`config.mk`:
```
export PLATFORM = sky130hd
export DESIGN_NAME = cvex_mem_arbiter_flat
export DESIGN_NICKNAME = d
export VERILOG_FILES = /design/src/rtl/cvex_mem_arbiter_if.sv /design/src/rtl/cvex_mem_arbiter.sv /design/src/flat_wrapper.sv
export SDC_FILE = /design/constraint.sdc
export NUM_CORES = 1
export LEC_CHECK = 0
export ABC_AREA = 1
export CORE_AREA = 2 2 140 142
export DETAILED_ROUTE_END_ITERATION = 7
export DIE_AREA = 0 0 142 144
export PLACE_DENSITY = 0.54
export SKIP_LAST_GASP = 1
export SLEW_MARGIN = 20
export SYNTH_ARGS = -nofsm -noshare
export SYNTH_HDL_FRONTEND = slang
export SYNTH_SLANG_ARGS = --single-unit
export TNS_END_PERCENT = 100
```
`constraint.sdc`:
```
create_clock -name clk -period 2.5 [get_ports clk]
set_input_delay 0.375 -clock clk [delete_from_list [all_inputs] [get_ports clk]]
set_output_delay 0.375 -clock clk [all_outputs]
set_load 0.05 [all_outputs]
```
`src/rtl/cvex_mem_arbiter_if.sv`:
```
// Bus bundle between the cvex top level / CPU requesters / RAM macro and the
// memory arbiter. The slave modport is the arbiter's view; master is the
// view of everything around it (debug port, CPU buses and the RAM read data).
interface cvex_mem_arbiter_if #(
    parameter int ADDR_W = 14
);
    // debug loader port
    logic              dbg_mem_op;
    logic [3:0]        dbg_wren;
    logic [31:0]       dbg_adr;
    logic [31:0]       dbg_do;
    logic [31:0]       dbg_di;

    // CPU instruction bus
    logic              ibus_cmd_valid;
    logic              ibus_cmd_ready;
    logic [31:0]       ibus_adr;
    logic              ibus_rsp_valid;
    logic [31:0]       ibus_rsp_data;

    // CPU data bus
    logic              dbus_cmd_valid;
    logic              dbus_cmd_ready;
    logic              dbus_wr;
    logic [3:0]        dbus_mask;
    logic [31:0]       dbus_adr;
    logic [31:0]       dbus_wdata;
    logic              dbus_rsp_valid;
    logic [31:0]       dbus_rsp_data;

    // single-port RAM macro
    logic [ADDR_W-1:0] ram_adr;
    logic [3:0]        ram_wren;
    logic [31:0]       ram_di;
    logic [31:0]       ram_do;

    modport slave (
        input  dbg_mem_op, dbg_wren, dbg_adr, dbg_do,
        output dbg_di,
        input  ibus_cmd_valid, ibus_adr,
        output ibus_cmd_ready, ibus_rsp_valid, ibus_rsp_data,
        input  dbus_cmd_valid, dbus_wr, dbus_mask, dbus_adr, dbus_wdata,
        output dbus_cmd_ready, dbus_rsp_valid, dbus_rsp_data,
        output ram_adr, ram_wren, ram_di,
        input  ram_do
    );

    modport master (
        output dbg_mem_op, dbg_wren, dbg_adr, dbg_do,
        input  dbg_di,
        output ibus_cmd_valid, ibus_adr,
        input  ibus_cmd_ready, ibus_rsp_valid, ibus_rsp_data,
        output dbus_cmd_valid, dbus_wr, dbus_mask, dbus_adr, dbus_wdata,
        input  dbus_cmd_ready, dbus_rsp_valid, dbus_rsp_data,
        input  ram_adr, ram_wren, ram_di,
        output ram_do
    );
endinterface

```
`src/rtl/cvex_mem_arbiter.sv`:
```
// Shares the single-port word RAM between the debug loader, the CPU data bus
// and the CPU instruction bus, and sequences the CPU reset. Debug always wins
// and holds the CPU in reset; the CPU buses are round-robin arbitrated once
// the CPU has been released.
module cvex_mem_arbiter #(
    parameter int ADDR_W   = 14,
    parameter int RST_HOLD = 4
) (
    input  logic                clk,
    input  logic                n_reset,
    cvex_mem_arbiter_if.slave   bus,
    output logic                cpu_n_reset
);

    typedef enum logic [1:0] {
        ST_RST   = 2'd0,
        ST_HOLD  = 2'd1,
        ST_RUN   = 2'd2,
        ST_DEBUG = 2'd3
    } state_e;

    localparam logic [7:0] HOLD_INIT = 8'(RST_HOLD);

    state_e      state_q, state_d;
    logic [7:0]  cnt_q, cnt_d;
    logic        rr_q, rr_d;                 // last granted CPU port: 1 = dbus, 0 = ibus
    logic        cpu_n_reset_q, cpu_n_reset_d;
    logic        ibus_rsp_valid_q, ibus_rsp_valid_d;
    logic        dbus_rsp_valid_q, dbus_rsp_valid_d;
    logic        dbg_rd_q, dbg_rd_d;         // a debug read was issued last cycle
    logic [31:0] dbg_di_q, dbg_di_d;         // last captured debug read data
    logic        ibus_gnt_s;
    logic        dbus_gnt_s;

    // Address bits above the RAM size and the byte offset are intentionally dropped.
    logic unused_adr_s;
    assign unused_adr_s = ^{bus.dbg_adr[31:ADDR_W+2], bus.dbg_adr[1:0],
                            bus.ibus_adr[31:ADDR_W+2], bus.ibus_adr[1:0],
                            bus.dbus_adr[31:ADDR_W+2], bus.dbus_adr[1:0]};

    // Reset sequencer next state: RST -> HOLD countdown -> RUN, debug parks in DEBUG.
    always_comb begin
        state_d = state_q;
        cnt_d   = cnt_q;
        case (state_q)
            ST_RST: begin
                state_d = ST_HOLD;
                cnt_d   = HOLD_INIT;
            end
            ST_HOLD: begin
                cnt_d = cnt_q - 8'd1;
                if (bus.dbg_mem_op) begin
                    state_d = ST_DEBUG;
                end else if (cnt_q == 8'd1) begin
                    state_d = ST_RUN;
                end else begin
                    state_d = ST_HOLD;
                end
            end
            ST_RUN: begin
                if (bus.dbg_mem_op) begin
                    state_d = ST_DEBUG;
                end else begin
                    state_d = ST_RUN;
                end
            end
            ST_DEBUG: begin
                if (!bus.dbg_mem_op) begin
                    state_d = ST_HOLD;
                    cnt_d   = HOLD_INIT;
                end else begin
                    state_d = ST_DEBUG;
                end
            end
            default: begin
                state_d = ST_RST;
                cnt_d   = HOLD_INIT;
            end
        endcase
    end

    // Single-access-per-cycle RAM grant: debug first, then round-robin CPU ports in RUN.
    always_comb begin
        ibus_gnt_s    = 1'b0;
        dbus_gnt_s    = 1'b0;
        rr_d          = rr_q;
        bus.ram_adr   = {ADDR_W{1'b0}};
        bus.ram_wren  = 4'b0000;
        bus.ram_di    = 32'h0000_0000;
        if (bus.dbg_mem_op) begin
            bus.ram_adr  = bus.dbg_adr[ADDR_W+1:2];
            bus.ram_wren = bus.dbg_wren;
            bus.ram_di   = bus.dbg_do;
        end else if (state_q == ST_RUN) begin
            ibus_gnt_s = bus.ibus_cmd_valid && (!bus.dbus_cmd_valid || rr_q);
            dbus_gnt_s = bus.dbus_cmd_valid && !ibus_gnt_s;
            if (dbus_gnt_s) begin
                bus.ram_adr  = bus.dbus_adr[ADDR_W+1:2];
                bus.ram_wren = bus.dbus_wr ? bus.dbus_mask : 4'b0000;
                bus.ram_di   = bus.dbus_wdata;
                rr_d         = 1'b1;
            end else if (ibus_gnt_s) begin
                bus.ram_adr  = bus.ibus_adr[ADDR_W+1:2];
                rr_d         = 1'b0;
            end else begin
                rr_d         = rr_q;
            end
        end else begin
            rr_d = rr_q;
        end
    end

    // Response and debug-capture bookkeeping; read data arrives one cycle after the address.
    always_comb begin
        ibus_rsp_valid_d = ibus_gnt_s;
        dbus_rsp_valid_d = dbus_gnt_s && !bus.dbus_wr;
        dbg_rd_d         = bus.dbg_mem_op && (bus.dbg_wren == 4'b0000);
        dbg_di_d         = dbg_rd_q ? bus.ram_do : dbg_di_q;
        cpu_n_reset_d    = (state_d == ST_RUN);
    end

    // State, counter, arbitration pointer and response flops with synchronous reset.
    always_ff @(posedge clk) begin
        if (!n_reset) begin
            state_q          <= ST_RST;
            cnt_q            <= HOLD_INIT;
            rr_q             <= 1'b1;
            cpu_n_reset_q    <= 1'b0;
            ibus_rsp_valid_q <= 1'b0;
            dbus_rsp_valid_q <= 1'b0;
            dbg_rd_q         <= 1'b0;
            dbg_di_q         <= 32'h0000_0000;
        end else begin
            state_q          <= state_d;
            cnt_q            <= cnt_d;
            rr_q             <= rr_d;
            cpu_n_reset_q    <= cpu_n_reset_d;
            ibus_rsp_valid_q <= ibus_rsp_valid_d;
            dbus_rsp_valid_q <= dbus_rsp_valid_d;
            dbg_rd_q         <= dbg_rd_d;
            dbg_di_q         <= dbg_di_d;
        end
    end

    assign bus.ibus_cmd_ready = ibus_gnt_s;
    assign bus.dbus_cmd_ready = dbus_gnt_s;
    assign bus.ibus_rsp_valid = ibus_rsp_valid_q;
    assign bus.dbus_rsp_valid = dbus_rsp_valid_q;
    assign bus.ibus_rsp_data  = bus.ram_do;
    assign bus.dbus_rsp_data  = bus.ram_do;
    // Debug read data is visible in the cycle after the read and then held.
    assign bus.dbg_di         = dbg_rd_q ? bus.ram_do : dbg_di_q;
    assign cpu_n_reset        = cpu_n_reset_q;

endmodule

```
`src/flat_wrapper.sv`:
```
// flat-port wrapper written by rule: the top's interface ports become plain ports
module cvex_mem_arbiter_flat 
#(
    parameter int ADDR_W   = 14,
    parameter int RST_HOLD = 4
)
  (clk, n_reset, cpu_n_reset, bus_dbg_mem_op, bus_dbg_wren, bus_dbg_adr, bus_dbg_do, bus_dbg_di, bus_ibus_cmd_valid, bus_ibus_adr, bus_ibus_cmd_ready, bus_ibus_rsp_valid, bus_ibus_rsp_data, bus_dbus_cmd_valid, bus_dbus_wr, bus_dbus_mask, bus_dbus_adr, bus_dbus_wdata, bus_dbus_cmd_ready, bus_dbus_rsp_valid, bus_dbus_rsp_data, bus_ram_adr, bus_ram_wren, bus_ram_di, bus_ram_do);
  cvex_mem_arbiter_if #(.ADDR_W(ADDR_W)) bus_i ();
  input  logic clk;
  input  logic n_reset;
  output logic cpu_n_reset;
  input wire logic [$bits(bus_i.dbg_mem_op)-1:0] bus_dbg_mem_op;
  input wire logic [$bits(bus_i.dbg_wren)-1:0] bus_dbg_wren;
  input wire logic [$bits(bus_i.dbg_adr)-1:0] bus_dbg_adr;
  input wire logic [$bits(bus_i.dbg_do)-1:0] bus_dbg_do;
  output wire logic [$bits(bus_i.dbg_di)-1:0] bus_dbg_di;
  input wire logic [$bits(bus_i.ibus_cmd_valid)-1:0] bus_ibus_cmd_valid;
  input wire logic [$bits(bus_i.ibus_adr)-1:0] bus_ibus_adr;
  output wire logic [$bits(bus_i.ibus_cmd_ready)-1:0] bus_ibus_cmd_ready;
  output wire logic [$bits(bus_i.ibus_rsp_valid)-1:0] bus_ibus_rsp_valid;
  output wire logic [$bits(bus_i.ibus_rsp_data)-1:0] bus_ibus_rsp_data;
  input wire logic [$bits(bus_i.dbus_cmd_valid)-1:0] bus_dbus_cmd_valid;
  input wire logic [$bits(bus_i.dbus_wr)-1:0] bus_dbus_wr;
  input wire logic [$bits(bus_i.dbus_mask)-1:0] bus_dbus_mask;
  input wire logic [$bits(bus_i.dbus_adr)-1:0] bus_dbus_adr;
  input wire logic [$bits(bus_i.dbus_wdata)-1:0] bus_dbus_wdata;
  output wire logic [$bits(bus_i.dbus_cmd_ready)-1:0] bus_dbus_cmd_ready;
  output wire logic [$bits(bus_i.dbus_rsp_valid)-1:0] bus_dbus_rsp_valid;
  output wire logic [$bits(bus_i.dbus_rsp_data)-1:0] bus_dbus_rsp_data;
  output wire logic [$bits(bus_i.ram_adr)-1:0] bus_ram_adr;
  output wire logic [$bits(bus_i.ram_wren)-1:0] bus_ram_wren;
  output wire logic [$bits(bus_i.ram_di)-1:0] bus_ram_di;
  input wire logic [$bits(bus_i.ram_do)-1:0] bus_ram_do;
  assign bus_i.dbg_mem_op = bus_dbg_mem_op;
  assign bus_i.dbg_wren = bus_dbg_wren;
  assign bus_i.dbg_adr = bus_dbg_adr;
  assign bus_i.dbg_do = bus_dbg_do;
  assign bus_dbg_di = bus_i.dbg_di;
  assign bus_i.ibus_cmd_valid = bus_ibus_cmd_valid;
  assign bus_i.ibus_adr = bus_ibus_adr;
  assign bus_ibus_cmd_ready = bus_i.ibus_cmd_ready;
  assign bus_ibus_rsp_valid = bus_i.ibus_rsp_valid;
  assign bus_ibus_rsp_data = bus_i.ibus_rsp_data;
  assign bus_i.dbus_cmd_valid = bus_dbus_cmd_valid;
  assign bus_i.dbus_wr = bus_dbus_wr;
  assign bus_i.dbus_mask = bus_dbus_mask;
  assign bus_i.dbus_adr = bus_dbus_adr;
  assign bus_i.dbus_wdata = bus_dbus_wdata;
  assign bus_dbus_cmd_ready = bus_i.dbus_cmd_ready;
  assign bus_dbus_rsp_valid = bus_i.dbus_rsp_valid;
  assign bus_dbus_rsp_data = bus_i.dbus_rsp_data;
  assign bus_ram_adr = bus_i.ram_adr;
  assign bus_ram_wren = bus_i.ram_wren;
  assign bus_ram_di = bus_i.ram_di;
  assign bus_i.ram_do = bus_ram_do;
  cvex_mem_arbiter #(.ADDR_W(ADDR_W), .RST_HOLD(RST_HOLD)) u_core (.clk(clk), .n_reset(n_reset), .bus(bus_i), .cpu_n_reset(cpu_n_reset));
endmodule
```
Word level (Yosys, flattened, before mapping)
Cells that the tools add are included.

Register bits after elaboration: 47. Input bits: 206. Output and inout port bits: 151. Logic and storage cells: 55.

Add/subtract/negate cells: 1. Equal/unequal tests: 6. Multiplexer cells: 25. Bitwise logic cells: 1. Reductions and logical operators: 14.

Operators with widths (count): $mux W32 (4); $mux W14 (4); $pmux W8 S3 (1); $mux W4 (4); $eq A8 B1 Y1 const B (1); $mux W8 (1); $pmux W2 S4 (1); $sub A8 B1 Y8 const B (1); $mux W1 (7); $eq A2 B2 Y1 const B (3); $mux W2 (3); $logic_and A1 B1 Y1 (4); $logic_not A4 Y1 (1); $logic_not A1 Y1 (3); $reduce_and A3 Y1 (1); $reduce_bool A3 Y1 (1); $eq A2 B1 Y1 const B (1); $logic_not A2 Y1 (1); $ne A2 B2 Y1 const B (1); $reduce_and A2 Y1 (1); $reduce_bool A2 Y1 (1); $logic_or A1 B1 Y1 (1); $not A1 Y1 (1).

Logic depth before layout (Yosys ltp)
Word-level depth: 8. Gate-level depth with buffers: 9. Mapped depth without buffers: 8.

Worst setup path after synthesis
OpenSTA, ideal clock, no wires.

Path kind: input -> output. From: input bus_dbg_mem_op. To: output bus_ram_wren[0]. Data arrival time: 2.000 ns. Required time: 2.125 ns. Slack: 0.125 ns. Stages on the path: 6. Path buffers: 1. Path through: clkbuf_2 clkinv_2 nand3_4 inv_1 nand3_1 o21ai_0.

Cells in the longest elaborated chain, start to end: 1.

RTL lines: from (decl) (line flat_wrapper.sv:12) `input wire logic [$bits(bus_i.dbg_mem_op)-1:0] bus_dbg_mem_op;`; $mux W4 (line cvex_mem_arbiter.sv:90) `if (bus.dbg_mem_op) begin`; to (decl) (line flat_wrapper.sv:31) `output wire logic [$bits(bus_i.ram_wren)-1:0] bus_ram_wren;`.

No other way between the ends.

Worst setup path in the final report
From: input bus_dbus_cmd_valid. To: output bus_ram_adr[13].

Cells in the longest elaborated chain, start to end: 8. Elaborated cells between the ends (all ways): 9. Classes of those cells: mux (4); reduce/logical (5).

RTL lines: from (decl) (line flat_wrapper.sv:22) `input wire logic [$bits(bus_i.dbus_cmd_valid)-1:0] bus_dbus_cmd_valid;`; $logic_not A1 Y1 (line cvex_mem_arbiter.sv:95) `ibus_gnt_s = bus.ibus_cmd_valid && (!bus.dbus_cmd_valid || rr_q);`; $logic_or A1 B1 Y1 (line cvex_mem_arbiter.sv:95); $logic_and A1 B1 Y1 (line cvex_mem_arbiter.sv:95); $logic_not A1 Y1 (line cvex_mem_arbiter.sv:96) `dbus_gnt_s = bus.dbus_cmd_valid && !ibus_gnt_s;`; $logic_and A1 B1 Y1 (line cvex_mem_arbiter.sv:96); $mux W14 * (line cvex_mem_arbiter.sv:97) `if (dbus_gnt_s) begin`; $mux W14 * (line cvex_mem_arbiter.sv:94) `end else if (state_q == ST_RUN) begin`; $mux W14 * (line cvex_mem_arbiter.sv:90); to (decl) (line flat_wrapper.sv:30) `output wire logic [$bits(bus_i.ram_adr)-1:0] bus_ram_adr;`.

Mark *: on every way between the ends. The rest lies on a longest branch, timed or not.

==> summary.md <==
| Metric | Value |
|---|---|
| Die area | `20450 um^2` |
| DRC violations left | `0` |
| Clock Tree Root | `clkbuf_16` |
| Final net count | `963` |
| Critical path, cell by cell | `clkdlybuf4s50_1 -> inv_1 -> nor2_2 -> nor2_2 -> nor3_4 -> buf_4 -> buf_12 -> nand2_1 -> nand3_1 -> buf_12` |
| R2R Setup Slk | `1.26 ns` |
| Pleak | `0.002975 uW` |
| GR Util All Layers | `12.71%` |
| Initial antenna violation count | `1` |
| Area Overhead vs Synth | `108.4%` |
| CP Launch Type | `input pin` |
| Max stage delay cell, worst path | `clkdlybuf4s50_1` |
| Avg Synthesized Cell Area | `6.118 um^2` |
| CP endpoint kind | `output pin` |
| CTS clk-pin slew, worst paths | `0.06 ns` |
| CP peak stage delay | `0.49 ns` |
| CTS Buf Count | `5` |
| Skew-Pair Late Insertion Delay | `0.29 ns` |
| RSZ-0062 raised after global routing | `true` |
| Synth top area cells | `dfxtp_1 30%, nand2_1 29%, buf_4 16%` |
| Net Count, Synth | `726` |
| DIE WIDTH | `142 um` |
| Filler cell count | `2046` |
| Fin Setup TNS | `0 ns` |
| Register area share after synthesis | `29.69%` |
| Least-Margin Pin Slew | `0.5388 ns` |
| Tmin final | `2.408 ns` |
| Hold path cells | `2` |
| WP depth | `10` |
| Cell taking the most area after synthesis | `dfxtp_1` |
| Final Non-Filler Cells | `994` |
| Critical Path Fanout Max | `24` |
| Post-DP HPWL | `11250 um` |
| Clock Sinks | `47` |
| Starting Density | `16.61%` |
| # port buffers | `302` |
| Drt initial violations | `72` |
| Status | `complete, no violations` |
| Layout Skew | `0.007156 ns` |
| First-pass GRT wire length | `20020 um` |
| Arr. time, crit path | `2.03 ns` |
| Post-synth EDFFs | `0` |
| CP top delay family | `buffers and inverters` |
| FMAX | `415.3 MHz` |
| Core Util, Final | `34.61%` |
| FFs w/ async S/R, synth | `0%` |
| Worst Reg-to-Reg Cells | `7` |
| DR WL/cell | `14.54 um` |
| Post-route ant nets | `0` |
| Fin crit share | `96.31%` |
| Die extent in y | `144 um` |
| Commonest non-fill, non-tap cell in the layout | `nand2_1` |
| Total iterations of the first detailed-routing run | `4` |
| DRT Wirelength | `14460 um` |
| Placer Congestion | `0.7626` |
| Largest net degree at the start of global routing | `50` |
| Hold Crit Class | `flip-flop to flip-flop` |
| Pwr Total | `2614 uW` |
| Max cap viols | `0` |
| Placed Instances | `982` |
| Share of layout cells above drive strength 1 | `17.20%` |
| TritonCTS clock tree | `yes` |
| Avg Vias per Cell | `3.969` |
| Required @ worst endpoint | `2.12 ns` |
| Crit Path Class | `input pin to output pin` |
| Vias in the first global route | `3612` |
| Total congestion overflow | `0` |
| Synth Warn # | `0` |
| Finish-stage setup viols | `0` |
| Power per cell area | `395.8 nW/um^2` |
| H-Tree Depth | `2` |
| Synth top area share | `29.69%` |
| Mapped Area | `3169 um^2` |
| Diode count | `0` |
| Syn Inst Count | `518` |
| Count of cell types in the netlist | `25` |
| Worst path bufs/invs | `5` |
| Min Hold Slack | `0.4658 ns` |
| Via count | `3945` |
| Final Max Tran Viols | `0` |
| Ports | `357` |
| Top FF cell, synth | `dfxtp_1` |
| Slew margin rel. | `64.08%` |
| FF+latch count, synth | `47` |
| Peak supply drop | `0.2158 mV` |
| Endpoints failing hold | `0` |
| Commonest non-fill, non-tap cells in the layout | `249 x nand2_1, 211 x clkdlybuf4s50_1, 52 x buf_12, 51 x buf_4, 47 x dfxtp_1` |
| Hold buffers post-CTS | `0` |
| Total core area | `19080 um^2` |
| Buffer depth of the longest clock path | `2` |
| Placement Rows | `51` |
==> cell families (layout without fill, tap and decap cells) <==
group	count (synthesis)	in the layout	synth area share [%]
simple gates	308	308	39.36
fa+ha+maj	2	2	0.7895
compound gates	53	53	8.567
buf+inv	108	346	21.59
flops	47	47	29.69
==> metal layers <==
layer | up-vias | GRT usage [%] | wire, um
li1 | 2029 | - | -
met2 | 197 | 21.23 | 6652
met1 | 1704 | 16.14 | 6204
met4 | 2 | 3.579 | 242
met3 | 13 | 3.411 | 1344
met5 | - | 0 | 13
==> Yosys cell counts (2+ instances only) <==
master	count
a21oi_1	41
buf_2	2
nand2_2	9
nand2_1	249
nand3_1	26
ha_1	2
buf_6	2
buf_4	66
nor3_1	3
nand4_1	3
dfxtp_1	47
nor2_1	14
inv_1	19
o22ai_1	3
clkbuf_1	15
o21ai_0	8
==> report_power, final <==
part,total [uW],leakage (uW),internal (uW),switching [uW]
Clock,658,0.0000679,371,287
Combinational,1180,0.00253,534,648
Sequential,774,0.000380,764,10.6
==> metrics by stage <==
step / setup WS (ns) / instance area, um^2
finish: 0.09224 / 6604
global route: -0.03079 / 6604
CTS: 0.07683 / 6533
detailed placement: 0.09097 / 6395
global placement: 0.1056 / 6395
floorplan: 0.1248 / 3169
==> timing repair <==
action / CTS / global route
buffers inserted: 0 / 2
resized for setup: 0 / 5
setup endpoints to repair: 0 / 34
==> worst min-delay path, stage by stage, from the launching register on <==
cell     delay (ns)
dfxtp_1        0.30
nand2_1        0.07
a21oi_1        0.06
==> final cells by class <==
cell class                 count  area (um^2)  share of cell area, %
clock buffer                   7        132.6                  2.008
clock inverter                 1        5.005                0.07579
inverter                      21        80.08                  1.213
multi-input combinational    363         1570                  23.78
sequential                    47        940.9                  14.25
tap                          238        297.8                  4.509
timing repair buffer         317         3577                  54.17
==> registers in the layout, indices dropped and copies added, names as in the netlist <==
signal / flops
u_core.dbg_di_q: 32
u_core.rr_q: 1
u_core.bus.dbus_rsp_valid: 1
u_core.bus.ibus_rsp_valid: 1
u_core.state_q: 2
u_core.dbg_rd_q: 1
u_core.cpu_n_reset: 1
u_core.cnt_q: 8
==> path summary, 6_finish.rpt <==
check                     startpoint                  to
setup / recovery  bus_dbus_cmd_valid     bus_ram_adr[13]
hold / removal    u_core.dbg_di_q[4]  u_core.dbg_di_q[4]
setup reg to reg   u_core.state_q[0]  u_core.cpu_n_reset
hold reg to reg   u_core.dbg_di_q[4]  u_core.dbg_di_q[4]
Note: power is estimated with default switching activity, not from simulation.
